--- src/rtl/sprite_animator_pkg.sv ---
// Shared definitions for the sprite animator: direction and FSM encodings,
// default sprite-sheet geometry, and counter widths.
// Ports: none (package only).
package sprite_animator_pkg;

  typedef enum logic [1:0] {
    DIR_UP    = 2'd0,
    DIR_RIGHT = 2'd1,
    DIR_LEFT  = 2'd2,
    DIR_DOWN  = 2'd3
  } dir_e;

  typedef enum logic [1:0] {
    ST_OFF  = 2'd0,
    ST_IDLE = 2'd1,
    ST_WALK = 2'd2
  } state_e;

  // Default sprite-sheet geometry: 320-pixel row pitch, 320x240 sheet.
  localparam int unsigned SHEET_W_DEF     = 320;
  localparam int unsigned SHEET_DEPTH_DEF = 76800;

  // FRAME_TICKS <= 255 and FRAMES <= 8 fit these widths.
  localparam int unsigned TICK_W  = 8;
  localparam int unsigned FRAME_W = 3;

endpackage

--- src/rtl/sprite_frame_ctr.sv ---
// Animation step counter: counts frame ticks and advances the walk frame
// index every FRAME_TICKS advances, wrapping FRAMES-1 -> 0.
// Ports: clk/rst, clr_i (synchronous clear, wins over advance),
//        adv_i (count one frame tick), frame_o (current frame index).
module sprite_frame_ctr
  import sprite_animator_pkg::*;
#(
  parameter int unsigned FRAMES      = 3,
  parameter int unsigned FRAME_TICKS = 8
) (
  input  logic               clk,
  input  logic               rst,
  input  logic               clr_i,
  input  logic               adv_i,
  output logic [FRAME_W-1:0] frame_o
);

  logic [TICK_W-1:0]  tick_q, tick_d;
  logic [FRAME_W-1:0] frame_q, frame_d;

  always_comb begin
    tick_d  = tick_q;
    frame_d = frame_q;
    if (clr_i) begin
      tick_d  = '0;
      frame_d = '0;
    end else if (adv_i) begin
      if (tick_q == TICK_W'(FRAME_TICKS - 1)) begin
        tick_d  = '0;
        frame_d = (frame_q == FRAME_W'(FRAMES - 1)) ? '0 : frame_q + FRAME_W'(1);
      end else begin
        tick_d = tick_q + TICK_W'(1);
      end
    end
  end

  always_ff @(posedge clk) begin
    if (rst) begin
      tick_q  <= '0;
      frame_q <= '0;
    end else begin
      tick_q  <= tick_d;
      frame_q <= frame_d;
    end
  end

  assign frame_o = frame_q;

endmodule

--- src/rtl/sprite_animator.sv ---
// Walking-sprite renderer: OFF/IDLE/WALK animation FSM, per-video-frame
// shadow latching of position/direction, and a registered sheet lookup.
// Ports: clk/rst, en, frame_tick, h_cnt/v_cnt (scan), pos_x/pos_y, dir,
//        moving, hit -> pixel_addr, is_object (both 1 clk after the scan).
// Optional macro SPRITE_FLASH_EN adds a damage-flash blink driven by hit.
module sprite_animator
  import sprite_animator_pkg::*;
#(
  parameter int unsigned SPR_W       = 20,
  parameter int unsigned SPR_H       = 20,
  parameter int unsigned FRAMES      = 3,
  parameter int unsigned FRAME_TICKS = 8,
  parameter int unsigned SHEET_W     = SHEET_W_DEF,
  parameter int unsigned SHEET_DEPTH = SHEET_DEPTH_DEF,
  parameter int unsigned ORIGIN_X    = 0,
  parameter int unsigned ORIGIN_Y    = 20,
  parameter int unsigned SCALE_SHIFT = 1
) (
  input  logic        clk,
  input  logic        rst,
  input  logic        en,
  input  logic        frame_tick,
  input  logic [9:0]  h_cnt,
  input  logic [9:0]  v_cnt,
  input  logic [8:0]  pos_x,
  input  logic [8:0]  pos_y,
  input  logic [1:0]  dir,
  input  logic        moving,
  input  logic        hit,
  output logic [16:0] pixel_addr,
  output logic        is_object
);

  state_e             state_q;
  logic [8:0]         px_q, py_q;
  dir_e               dir_q;
  logic               mv_q, mv_d;
  logic [FRAME_W-1:0] frame;
  logic               ctr_clr, ctr_adv;
  logic               flash_mask;

  // Value the shadow moving register holds after this edge; the FSM acts on it.
  assign mv_d = frame_tick ? moving : mv_q;

  always_ff @(posedge clk) begin
    if (rst) begin
      state_q <= ST_OFF;
    end else if (!en) begin
      state_q <= ST_OFF;
    end else begin
      case (state_q)
        ST_OFF:  state_q <= ST_IDLE;
        ST_IDLE: if (frame_tick && mv_d)  state_q <= ST_WALK;
        ST_WALK: if (frame_tick && !mv_d) state_q <= ST_IDLE;
        default: state_q <= ST_OFF;
      endcase
    end
  end

  // Shadow copies change only at frame boundaries so a frame is drawn
  // from one consistent position/direction.
  always_ff @(posedge clk) begin
    if (rst) begin
      px_q  <= '0;
      py_q  <= '0;
      dir_q <= DIR_UP;
      mv_q  <= 1'b0;
    end else if (frame_tick) begin
      px_q  <= pos_x;
      py_q  <= pos_y;
      dir_q <= dir_e'(dir);
      mv_q  <= moving;
    end
  end

  // Counters run only while staying in WALK; a direction change restarts
  // the walk cycle and wins over a simultaneous advance.
  assign ctr_adv = en && (state_q == ST_WALK) && frame_tick;
  assign ctr_clr = !en || (state_q != ST_WALK) ||
                   (frame_tick && (!mv_d || (dir_e'(dir) != dir_q)));

  sprite_frame_ctr #(
    .FRAMES      (FRAMES),
    .FRAME_TICKS (FRAME_TICKS)
  ) u_frame_ctr (
    .clk     (clk),
    .rst     (rst),
    .clr_i   (ctr_clr),
    .adv_i   (ctr_adv),
    .frame_o (frame)
  );

`ifdef SPRITE_FLASH_EN
  logic [3:0] flash_q;

  // hit wins over the frame-tick decrement; the count parks at zero.
  always_ff @(posedge clk) begin
    if (rst) begin
      flash_q <= '0;
    end else if (hit) begin
      flash_q <= 4'd15;
    end else if (frame_tick && (flash_q != 4'd0)) begin
      flash_q <= flash_q - 4'd1;
    end
  end

  assign flash_mask = (flash_q != 4'd0) && flash_q[1];
`else
  logic unused_hit;
  assign unused_hit = hit;
  assign flash_mask = 1'b0;
`endif

  logic [9:0]  x, y, sx, sy, lx, ly;
  logic        in_spr, vis;
  logic [31:0] addr_lin;
  logic [16:0] pixel_addr_d;

  assign x  = h_cnt >> SCALE_SHIFT;
  assign y  = v_cnt >> SCALE_SHIFT;
  assign sx = {1'b0, px_q};
  assign sy = {1'b0, py_q};

  // 10-bit compare: a sprite near the right/bottom edge is clipped, never wrapped.
  assign in_spr = (x >= sx) && (x < sx + 10'(SPR_W)) &&
                  (y >= sy) && (y < sy + 10'(SPR_H));
  assign lx = x - sx;
  assign ly = y - sy;

  assign addr_lin = (ORIGIN_Y + 32'(ly)) * SHEET_W + ORIGIN_X +
                    (32'(dir_q) * FRAMES + 32'(frame)) * SPR_W + 32'(lx);
  assign pixel_addr_d = 17'(addr_lin % SHEET_DEPTH);

  assign vis = en && (state_q != ST_OFF) && in_spr;

  always_ff @(posedge clk) begin
    if (rst) begin
      pixel_addr <= '0;
      is_object  <= 1'b0;
    end else begin
      pixel_addr <= vis ? pixel_addr_d : '0;
      is_object  <= vis && !flash_mask;
    end
  end

endmodule

--- config.mk ---
export PLATFORM = sky130hd
export DESIGN_NAME = sprite_animator
export DESIGN_NICKNAME = d
export VERILOG_FILES = /design/src/rtl/sprite_animator_pkg.sv /design/src/rtl/sprite_frame_ctr.sv /design/src/rtl/sprite_animator.sv
export SDC_FILE = /design/constraint.sdc
export NUM_CORES = 1
export LEC_CHECK = 0
export BUFFER_PORTS_ARGS = -buffer_cell sky130_fd_sc_hd__buf_4
export CAP_MARGIN = 20
export CELL_PAD_IN_SITES_DETAIL_PLACEMENT = 1
export CELL_PAD_IN_SITES_GLOBAL_PLACEMENT = 1
export CORE_UTILIZATION = 49
export DETAILED_ROUTE_END_ITERATION = 12
export PLACE_DENSITY = 0.84
export SYNTH_ARGS = -nofsm -noshare
export SYNTH_HDL_FRONTEND = slang
export SYNTH_SLANG_ARGS = --single-unit
--- constraint.sdc ---
create_clock -name clk -period 13.16 [get_ports clk]
set_input_delay 2.632 -clock clk [delete_from_list [all_inputs] [get_ports clk]]
set_output_delay 2.632 -clock clk [all_outputs]
set_load 0.005 [all_outputs]
==> metrics.log, run 1 <==
INFO  metric outcome = complete, no violations
INFO  metric filler_cell_count = 1519
INFO  metric post_cts.resized_instances = 0
INFO  metric cts_tree = done
INFO  metric number_of_nets_in_the_layout = 951
INFO  metric fin_setup_tns = 0 ns
INFO  metric worstSetupEndpoint = pixel_addr[12]
INFO  metric cts-buffers-inserted = 5
INFO  metric finalWeightedCongestion = 0.833
INFO  metric cts.hold.buffers_added = 0
INFO  metric class_of_the_most_critical_hold_timing_path = register to register
INFO  metric antenna_violations_before_repair = 0
INFO  metric clock_sink_count = 51
INFO  metric io-pin-count = 64
INFO  metric critical-path-slowest-cell = a211oi_4
INFO  metric rsz0062_at_grt = false
INFO  metric yosysUniqueCellTypes = 85
INFO  metric route.detailed.drc = 0
INFO  metric combinational_family_with_the_most_area_after_synthesis = compound AO/OA/AOI/OAI gates
INFO  metric clock_tree.buffer_depth = 2
INFO  metric largest_net_degree_at_the_start_of_global_routing = 25
INFO  metric drt_first_iter_violations = 211
INFO  metric crit_fanout = 14
INFO  metric max_stage_delay = 0.67 ns
INFO  metric timing.critical_path.to_type = register
INFO  metric die_h = 114 microns
INFO  metric count_of_tritonroute_iterations_in_the_first_routing_pass = 4
INFO  metric synth.yosys.seq_area_share = 0.165
INFO  metric minimum_setup_slack_among_reg_to_reg_paths = 3.83 ns
INFO  metric synth.area.mux_share = 0.0570
INFO  metric die_x = 114 microns
INFO  metric clk_root_buffer_cell = clkbuf_16
INFO  metric syn-instance-count = 765
INFO  metric antenna_violating_nets_post_route = 0
INFO  metric area_growth_syn_to_layout = 12.3%
INFO  metric timing_hold_violations_final = 0
INFO  metric worstRegToRegCells = 27
INFO  metric synth.net_count = 898
INFO  metric antennaDiodeCount = 0
INFO  metric arrival = 11.42 ns
INFO  metric synth_compound_area_frac = 0.230
INFO  metric timing.final.crit_period = 11.21 ns
INFO  metric num_rows = 40
INFO  metric tightestPinTransition = 0.777 ns
INFO  metric cts_setup_buffers = 0
INFO  metric cts.reportedPaths.clkPinSlew = 0.07 ns
INFO  metric synthesized_flop_and_latch_total = 51
INFO  metric ys_async_rst_share = 0
INFO  metric synthSimpleGateAreaFrac = 0.206
INFO  metric start_util = 0.508
INFO  metric core_region_area = 12200 sq um
INFO  metric routed_via_density = 5.86
INFO  metric synthesis.yosys.warnings = 0
INFO  metric critical_path_launch_point = v_cnt[1]
INFO  metric finalWirelength = 16900 microns
INFO  metric critical_path_class = primary input to register
INFO  metric max_slew_margin = 0.477
INFO  metric drive_above_1_share = 0.126
INFO  metric h-tree-depth = 2
INFO  metric crit-reg2reg-capture = pixel_addr[12]
INFO  metric synth_edf_count = 0
INFO  metric seqCellArea = 1020 sq um
INFO  metric synth_area_per_cell = 8.07 sq um
INFO  metric ys_dominant_reg_cell = dfxtp_1
INFO  metric final.setup_skew = 0.00578 ns
INFO  metric slew_violations = 0
INFO  metric port_buffers = 60
INFO  metric dieArea = 13100 sq um
INFO  metric num_vias = 5784
INFO  metric setup_viol = 0
INFO  metric multi_input_comb_area = 4900 sq um
INFO  metric timing.fmax = 89.2 MHz
INFO  metric grtUsageTotal = 0.267
INFO  metric synthesis.area = 6170 sq um
INFO  metric cp_num_cells = 31
INFO  metric max_cap_violations = 0
INFO  metric detailedPlacementHpwl = 13800 microns
INFO  metric grt_pass1_wl = 28200 microns
INFO  metric first_global_vias = 6046
INFO  metric worst_skew_pair.late_latency = 0.30 ns
INFO  metric path_common_cell = ha_1
INFO  metric cpLargestDelayFamily = compound AO/OA/AOI/OAI gates
INFO  metric crit_path_start_kind = primary input
INFO  metric cp_data_required_time = 13.37 ns
INFO  metric synth_fa_ha_area_frac = 0.192
INFO  metric synthXorXnorAreaFrac = 0.109
INFO  metric grt.overflow.total = 0
INFO  metric share_of_the_cycle_needed_by_the_critical_path_after_routing = 0.852
INFO  metric cp_num_buf_inv = 2
INFO  metric regToRegStartpoint = dir_q[0]
INFO  metric drt-wirelength-per-cell = 17.1 microns
per-stage QoR:
step	std cells	setup slack, ns	area [sq um]	util	hold WS [ns]
6_report	987	1.95	6930	0.570	0.498
5_1_grt	987	1.25	6930	0.570	0.540
4_1_cts	987	2.03	6930	0.570	0.503
3_5_place_dp	979	1.77	6780	0.558	0.495
3_3_place_gp	979	2.08	6780	0.558	0.475
2_1_floorplan	765	3.53	6170	-	0.460
worst min path at each step:
stage / endpoint / from / slack (ns) / depth (start not counted)
final: px_q[1] / px_q[1] / 0.50 / 2
after global routing: px_q[1] / px_q[1] / 0.54 / 2
after CTS: px_q[1] / px_q[1] / 0.50 / 2
after detailed placement: px_q[1] / px_q[1] / 0.49 / 2
after global placement: px_q[7] / px_q[7] / 0.48 / 2
after floorplan: px_q[1] / px_q[1] / 0.46 / 2
kinds of logic (layout without fill, tap and decap cells):
logic type               count (synthesis)  count (layout)
flip-flops                              51              51
XOR/XNOR                                75              75
buffers and inverters                   65             119
AND/OR/NAND/NOR                        250             250
adder cells (fa/ha/maj)                 88              88
AO/OA/AOI/OAI                          202             202
multiplexers                            34              34
cell usage in the layout (no fill, tap or decap), types with 10 or more instances in the layout:
cell,synthesis,routed
a211oi_1,10,10
a21o_1,11,11
a21oi_1,52,52
a31oi_1,10,10
buf_4,1,62
dfxtp_1,51,51
fa_1,11,11
ha_1,76,76
inv_1,49,49
mux2i_1,30,30
nand2_1,48,48
nand2b_1,17,17
nand3_1,21,21
nand4_1,11,11
nor2_1,88,88
nor3_1,13,13
o211ai_1,11,11
o21ai_0,38,38
xnor2_1,50,50
xor2_1,23,23
worst min-delay path, stage by stage, from the launching register on:
cell and delay, ns:
dfxtp_1 0.33, mux2i_1 0.07, nor2_1 0.07
cell type report:
type,count,area share
clock buffers,5,0.0181
well taps,168,0.0303
flip-flops and latches,51,0.147
repair buffers,62,0.0671
clock inverters,3,0.00343
inverters,49,0.0265
multi-input cells,649,0.707
synth_stat cells (all sizes together), types with 7 or more instances:
master	instances	area share
a211oi	13	0.019
a21o	12	0.015
a21oi	52	0.042
a31oi	11	0.012
and2	9	0.0091
clkbuf	12	0.0073
dfxtp	51	0.17
fa	11	0.036
ha	76	0.15
inv	49	0.030
mux2i	31	0.051
nand2	48	0.029
nand2b	17	0.017
nand3	21	0.017
nand4	11	0.011
nor2	88	0.054
nor3	14	0.012
o211ai	12	0.015
o21a	7	0.0085
o21ai	41	0.033
or3	9	0.0099
xnor2	52	0.076
xor2	23	0.033
metal layers:
layer	track usage	part of all wire	up-vias
met1	0.324	0.45	2799
met5	0	0	-
met4	0.0710	0.016	0
met3	0.0355	0.027	18
met2	0.493	0.51	83
li1	-	-	2884
flip-flops by register name, indices dropped and copies added, names as in the netlist:
signal	flops
is_object	1
pixel_addr	17
u_frame_ctr.frame_o	3
u_frame_ctr.tick_q	8
py_q	9
dir_q	2
px_q	9
state_q	2
Power of run 1 is not shown: default switching activity piles up to over one toggle a cycle in this logic, so the estimate is an artifact.
==> run 2: changes to the inputs <==
- CORE_MARGIN: default -> 2
==> metrics.log, run 2 (same netlist as run 1, synthesis figures left out) <==
INFO  metric start_util = 0.495
INFO  metric antennaDiodeCount = 0
INFO  metric dpl_cell_area = 6770 sq um
INFO  metric stdcell_count = 989
INFO  metric antenna_violations_before_repair = 0
INFO  metric grt_pass1_wl = 27500 microns
INFO  metric die_x = 116 microns
INFO  metric area_growth_syn_to_layout = 12.4%
INFO  metric routed_via_density = 5.89
INFO  metric io-pin-count = 64
INFO  metric class_of_the_most_critical_hold_timing_path = register to register
INFO  metric max_cap_violations = 0
INFO  metric clock_tree.buffer_depth = 2
INFO  metric drt-wirelength-per-cell = 16.8 microns
INFO  metric place.detailed.instances = 981
INFO  metric cts-buffers-inserted = 5
INFO  metric max_stage_delay = 0.66 ns
INFO  metric dieArea = 13500 sq um
INFO  metric layout.cells.most_common = nor2_1
INFO  metric h-tree-depth = 2
INFO  metric timing.final.crit_period = 11.26 ns
INFO  metric port_buffers = 60
INFO  metric cts.hold.buffers_added = 0
INFO  metric clk_root_buffer_cell = clkbuf_16
INFO  metric regToRegStartpoint = dir_q[0]
INFO  metric detailedPlacementHpwl = 13700 microns
INFO  metric drt_first_iter_violations = 246
INFO  metric max_slew_margin = 0.287
INFO  metric crit_path_start_kind = primary input
INFO  metric critical_path_class = primary input to register
INFO  metric top_regs = pixel_addr x17, px_q x9, py_q x9
INFO  metric core_region_area = 12500 sq um
INFO  metric path_common_cell = ha_1
INFO  metric antenna_violating_nets_post_route = 0
INFO  metric cpLargestDelayFamily = compound AO/OA/AOI/OAI gates
INFO  metric setup_viol = 0
INFO  metric hp-start = py_q[7]
INFO  metric timing_hold_violations_final = 0
INFO  metric timing.fmax = 88.8 MHz
INFO  metric critical_path_launch_point = v_cnt[1]
INFO  metric rsz0062_at_grt = false
INFO  metric timing.critical_path.to_type = register
INFO  metric cts_setup_buffers = 0
INFO  metric tightestPinTransition = 1.06 ns
INFO  metric number_of_nets_in_the_layout = 949
INFO  metric most_used_cells_in_the_layout_excluding_fill_and_tap_cells = nor2_1, ha_1, buf_4
INFO  metric outcome = complete, no violations
INFO  metric cp_num_buf_inv = 2
INFO  metric share_of_the_cycle_needed_by_the_critical_path_after_routing = 0.856
INFO  metric worst_skew_pair.late_latency = 0.30 ns
INFO  metric cts.reportedPaths.clkPinSlew = 0.07 ns
INFO  metric whs = 0.521 ns
INFO  metric drive_above_1_share = 0.124
INFO  metric post_cts.resized_instances = 0
INFO  metric min_delay_path_depth = 2
INFO  metric largest_net_degree_at_the_start_of_global_routing = 25
INFO  metric final.setup_skew = 0.00499 ns
INFO  metric count_of_tritonroute_iterations_in_the_first_routing_pass = 4
INFO  metric grt.overflow.total = 0
INFO  metric cp_data_required_time = 13.32 ns
INFO  metric grtUsageTotal = 0.248
INFO  metric cp_num_cells = 31
INFO  metric largest_register_ff_count = 17
INFO  metric die_h = 116 microns
INFO  metric num_rows = 41
INFO  metric finalWeightedCongestion = 0.848
INFO  metric finalWirelength = 16600 microns
INFO  metric arrival = 11.42 ns
INFO  metric design_area = 6940 sq um
INFO  metric first_global_vias = 5920
INFO  metric clock_sink_count = 51
INFO  metric num_vias = 5830
INFO  metric route.detailed.drc = 0
INFO  metric crit_fanout = 14
INFO  metric critical-path-slowest-cell = a211oi_4
INFO  metric top_register = pixel_addr
INFO  metric worstRegToRegCells = 27
INFO  metric cts_tree = done
INFO  metric fin_setup_tns = 0 ns
INFO  metric slew_violations = 0
run 2: final cells by class:
class	instances	area, sq um
clock inverters	3	43.8
inverters	49	184
multi-input cells	649	4900
well taps	172	215
flip-flops and latches	51	1020
clock buffers	5	125
fillers	1559	5520
repair buffers	60	450
run 2: metrics by stage:
stage,util,setup WS (ns)
floorplan,-,3.53
global placement,0.543,1.98
detailed placement,0.543,1.81
CTS,0.557,2.07
global route,0.557,1.28
finish,0.557,1.90
run 2: layer usage:
| layer | GRT usage | part of all wire |
|---|---|---|
| met5 | 0 | 0 |
| met4 | 0.0524 | 0.013 |
| met3 | 0.0332 | 0.036 |
| met2 | 0.458 | 0.51 |
| met1 | 0.306 | 0.44 |
run 2: path summary, 6_finish.rpt:
check                         to  slack, ns
hold reg to reg          py_q[7]       0.52
hold / removal           py_q[7]       0.52
setup / recovery  pixel_addr[12]       1.90
setup reg to reg  pixel_addr[12]       3.39
run 2: worst min-delay path, cell delays in order, from the launching register on:
cell,delay [ns]
dfxtp_1,0.34
mux2i_1,0.07
nor2_1,0.08
Power of run 2 is left out for the same reason.
==> run 3: changes to the inputs <==
- GPL_TIMING_DRIVEN: default -> 0
==> metrics.log, run 3 (same netlist as run 1, synthesis figures left out) <==
INFO  metric first_global_vias = 6163
INFO  metric timing.fmax = 92.2 MHz
INFO  metric cts.reportedPaths.clkPinSlew = 0.07 ns
INFO  metric finalWirelength = 17300 microns
INFO  metric seqCellArea = 1020 sq um
INFO  metric critical_path_class = primary input to register
INFO  metric dpl_cell_area = 6830 sq um
INFO  metric drt_first_iter_violations = 236
INFO  metric rsz0062_at_grt = false
INFO  metric clk_root_buffer_cell = clkbuf_16
INFO  metric timing_hold_violations_final = 0
INFO  metric class_of_the_most_critical_hold_timing_path = register to register
INFO  metric clock_tree.buffer_depth = 2
INFO  metric path_common_cell = ha_1
INFO  metric largest_net_degree_at_the_start_of_global_routing = 17
INFO  metric worst_skew_pair.late_latency = 0.29 ns
INFO  metric tightestPinTransition = 0.778 ns
INFO  metric routed_via_density = 5.89
INFO  metric top_register = pixel_addr
INFO  metric layout.cells.most_common = nor2_1
INFO  metric cpLargestDelayFamily = compound AO/OA/AOI/OAI gates
INFO  metric largest_register_ff_count = 17
INFO  metric most_used_cells_in_the_layout_excluding_fill_and_tap_cells = nor2_1, ha_1, buf_4
INFO  metric cts_setup_buffers = 0
INFO  metric arrival = 11.05 ns
INFO  metric count_of_tritonroute_iterations_in_the_first_routing_pass = 5
INFO  metric share_of_the_cycle_needed_by_the_critical_path_after_routing = 0.824
INFO  metric die_x = 116 microns
INFO  metric antennaDiodeCount = 0
INFO  metric cts-buffers-inserted = 5
INFO  metric max_slew_margin = 0.478
INFO  metric finalWeightedCongestion = 0.842
INFO  metric io-pin-count = 64
INFO  metric multi_input_comb_area = 4900 sq um
INFO  metric outcome = complete, no violations
INFO  metric timing.critical_path.to_type = register
INFO  metric num_vias = 5912
INFO  metric clock_sink_count = 51
INFO  metric area_growth_syn_to_layout = 13.0%
INFO  metric top_regs = pixel_addr x17, px_q x9, py_q x9
INFO  metric drive_above_1_share = 0.124
INFO  metric antenna_violations_before_repair = 0
INFO  metric port_buffers = 59
INFO  metric cp_data_required_time = 13.36 ns
INFO  metric post_cts.resized_instances = 0
INFO  metric grt_pass1_wl = 28700 microns
INFO  metric num_rows = 41
INFO  metric route.detailed.drc = 0
INFO  metric die_h = 116 microns
INFO  metric grtUsageTotal = 0.260
INFO  metric timing.final.crit_period = 10.85 ns
INFO  metric fin_setup_tns = 0 ns
INFO  metric max_stage_delay = 0.64 ns
INFO  metric start_util = 0.495
INFO  metric cp_num_buf_inv = 3
INFO  metric crit_path_start_kind = primary input
INFO  metric fin_util = 0.560
INFO  metric grt.overflow.total = 0
INFO  metric crit_fanout = 10
INFO  metric cts.hold.buffers_added = 0
INFO  metric dieArea = 13500 sq um
INFO  metric drt-wirelength-per-cell = 17.2 microns
INFO  metric max_cap_violations = 0
INFO  metric core_region_area = 12500 sq um
INFO  metric h-tree-depth = 2
INFO  metric filler_cell_count = 1588
INFO  metric slew_violations = 0
INFO  metric number_of_nets_in_the_layout = 964
INFO  metric antenna_violating_nets_post_route = 0
INFO  metric cts_tree = done
INFO  metric final.setup_skew = 0.00401 ns
INFO  metric design_area = 6980 sq um
INFO  metric whs = 0.497 ns
INFO  metric detailedPlacementHpwl = 14200 microns
INFO  metric setup_viol = 0
INFO  metric critical-path-slowest-cell = xnor2_1
run 3: changes by cell type in the layout (fill, tap and decap cells not counted):
cell and delta:
clkbuf_1 +12, buf_2 +2, clkinvlp_4 +2, buf_1 +1, bufinv_16 -1, clkinv_4 -1
run 3: stage by stage:
stage / setup WS, ns / cells
after floorplan: 3.53 / 765
after global placement: 2.29 / 996
after detailed placement: 2.09 / 996
after CTS: 2.39 / 1004
after global routing: 1.46 / 1004
final: 2.31 / 1004
run 3: worst min-delay path, delay by kind of cell (launching register included):
| family | cells | cell delay (ns) |
|---|---|---|
| flip-flops | 1 | 0.33 |
| multiplexers | 1 | 0.07 |
| AND/OR/NAND/NOR | 1 | 0.07 |
run 3: path summary, 6_finish.rpt:
check,start,to,slack (ns),cells past startpoint
worst max-delay path,v_cnt[1],pixel_addr[12],2.31,32
worst max register to register,dir_q[0],pixel_addr[12],4.14,28
worst min register to register,px_q[7],px_q[7],0.50,2
worst min-delay path,px_q[7],px_q[7],0.50,2
run 3: per-layer routing:
layer / global-route usage / up-vias / routed length (microns)
met5: 0 / - / 0
li1: - / 2909 / -
met3: 0.0368 / 25 / 476
met2: 0.485 / 105 / 8870
met1: 0.308 / 2873 / 7540
met4: 0.0746 / 0 / 376
run 3: layout make-up:
class | count | share of cell area
Inverter | 49 | 0.0264
Clock buffer | 5 | 0.0179
Buffer | 16 | 0.00951
Multi-Input combinational cell | 649 | 0.703
Tap cell | 172 | 0.0308
Clock inverter | 3 | 0.00287
Timing Repair Buffer | 59 | 0.0635
Sequential cell | 51 | 0.146
Power of run 3 is left out for the same reason.
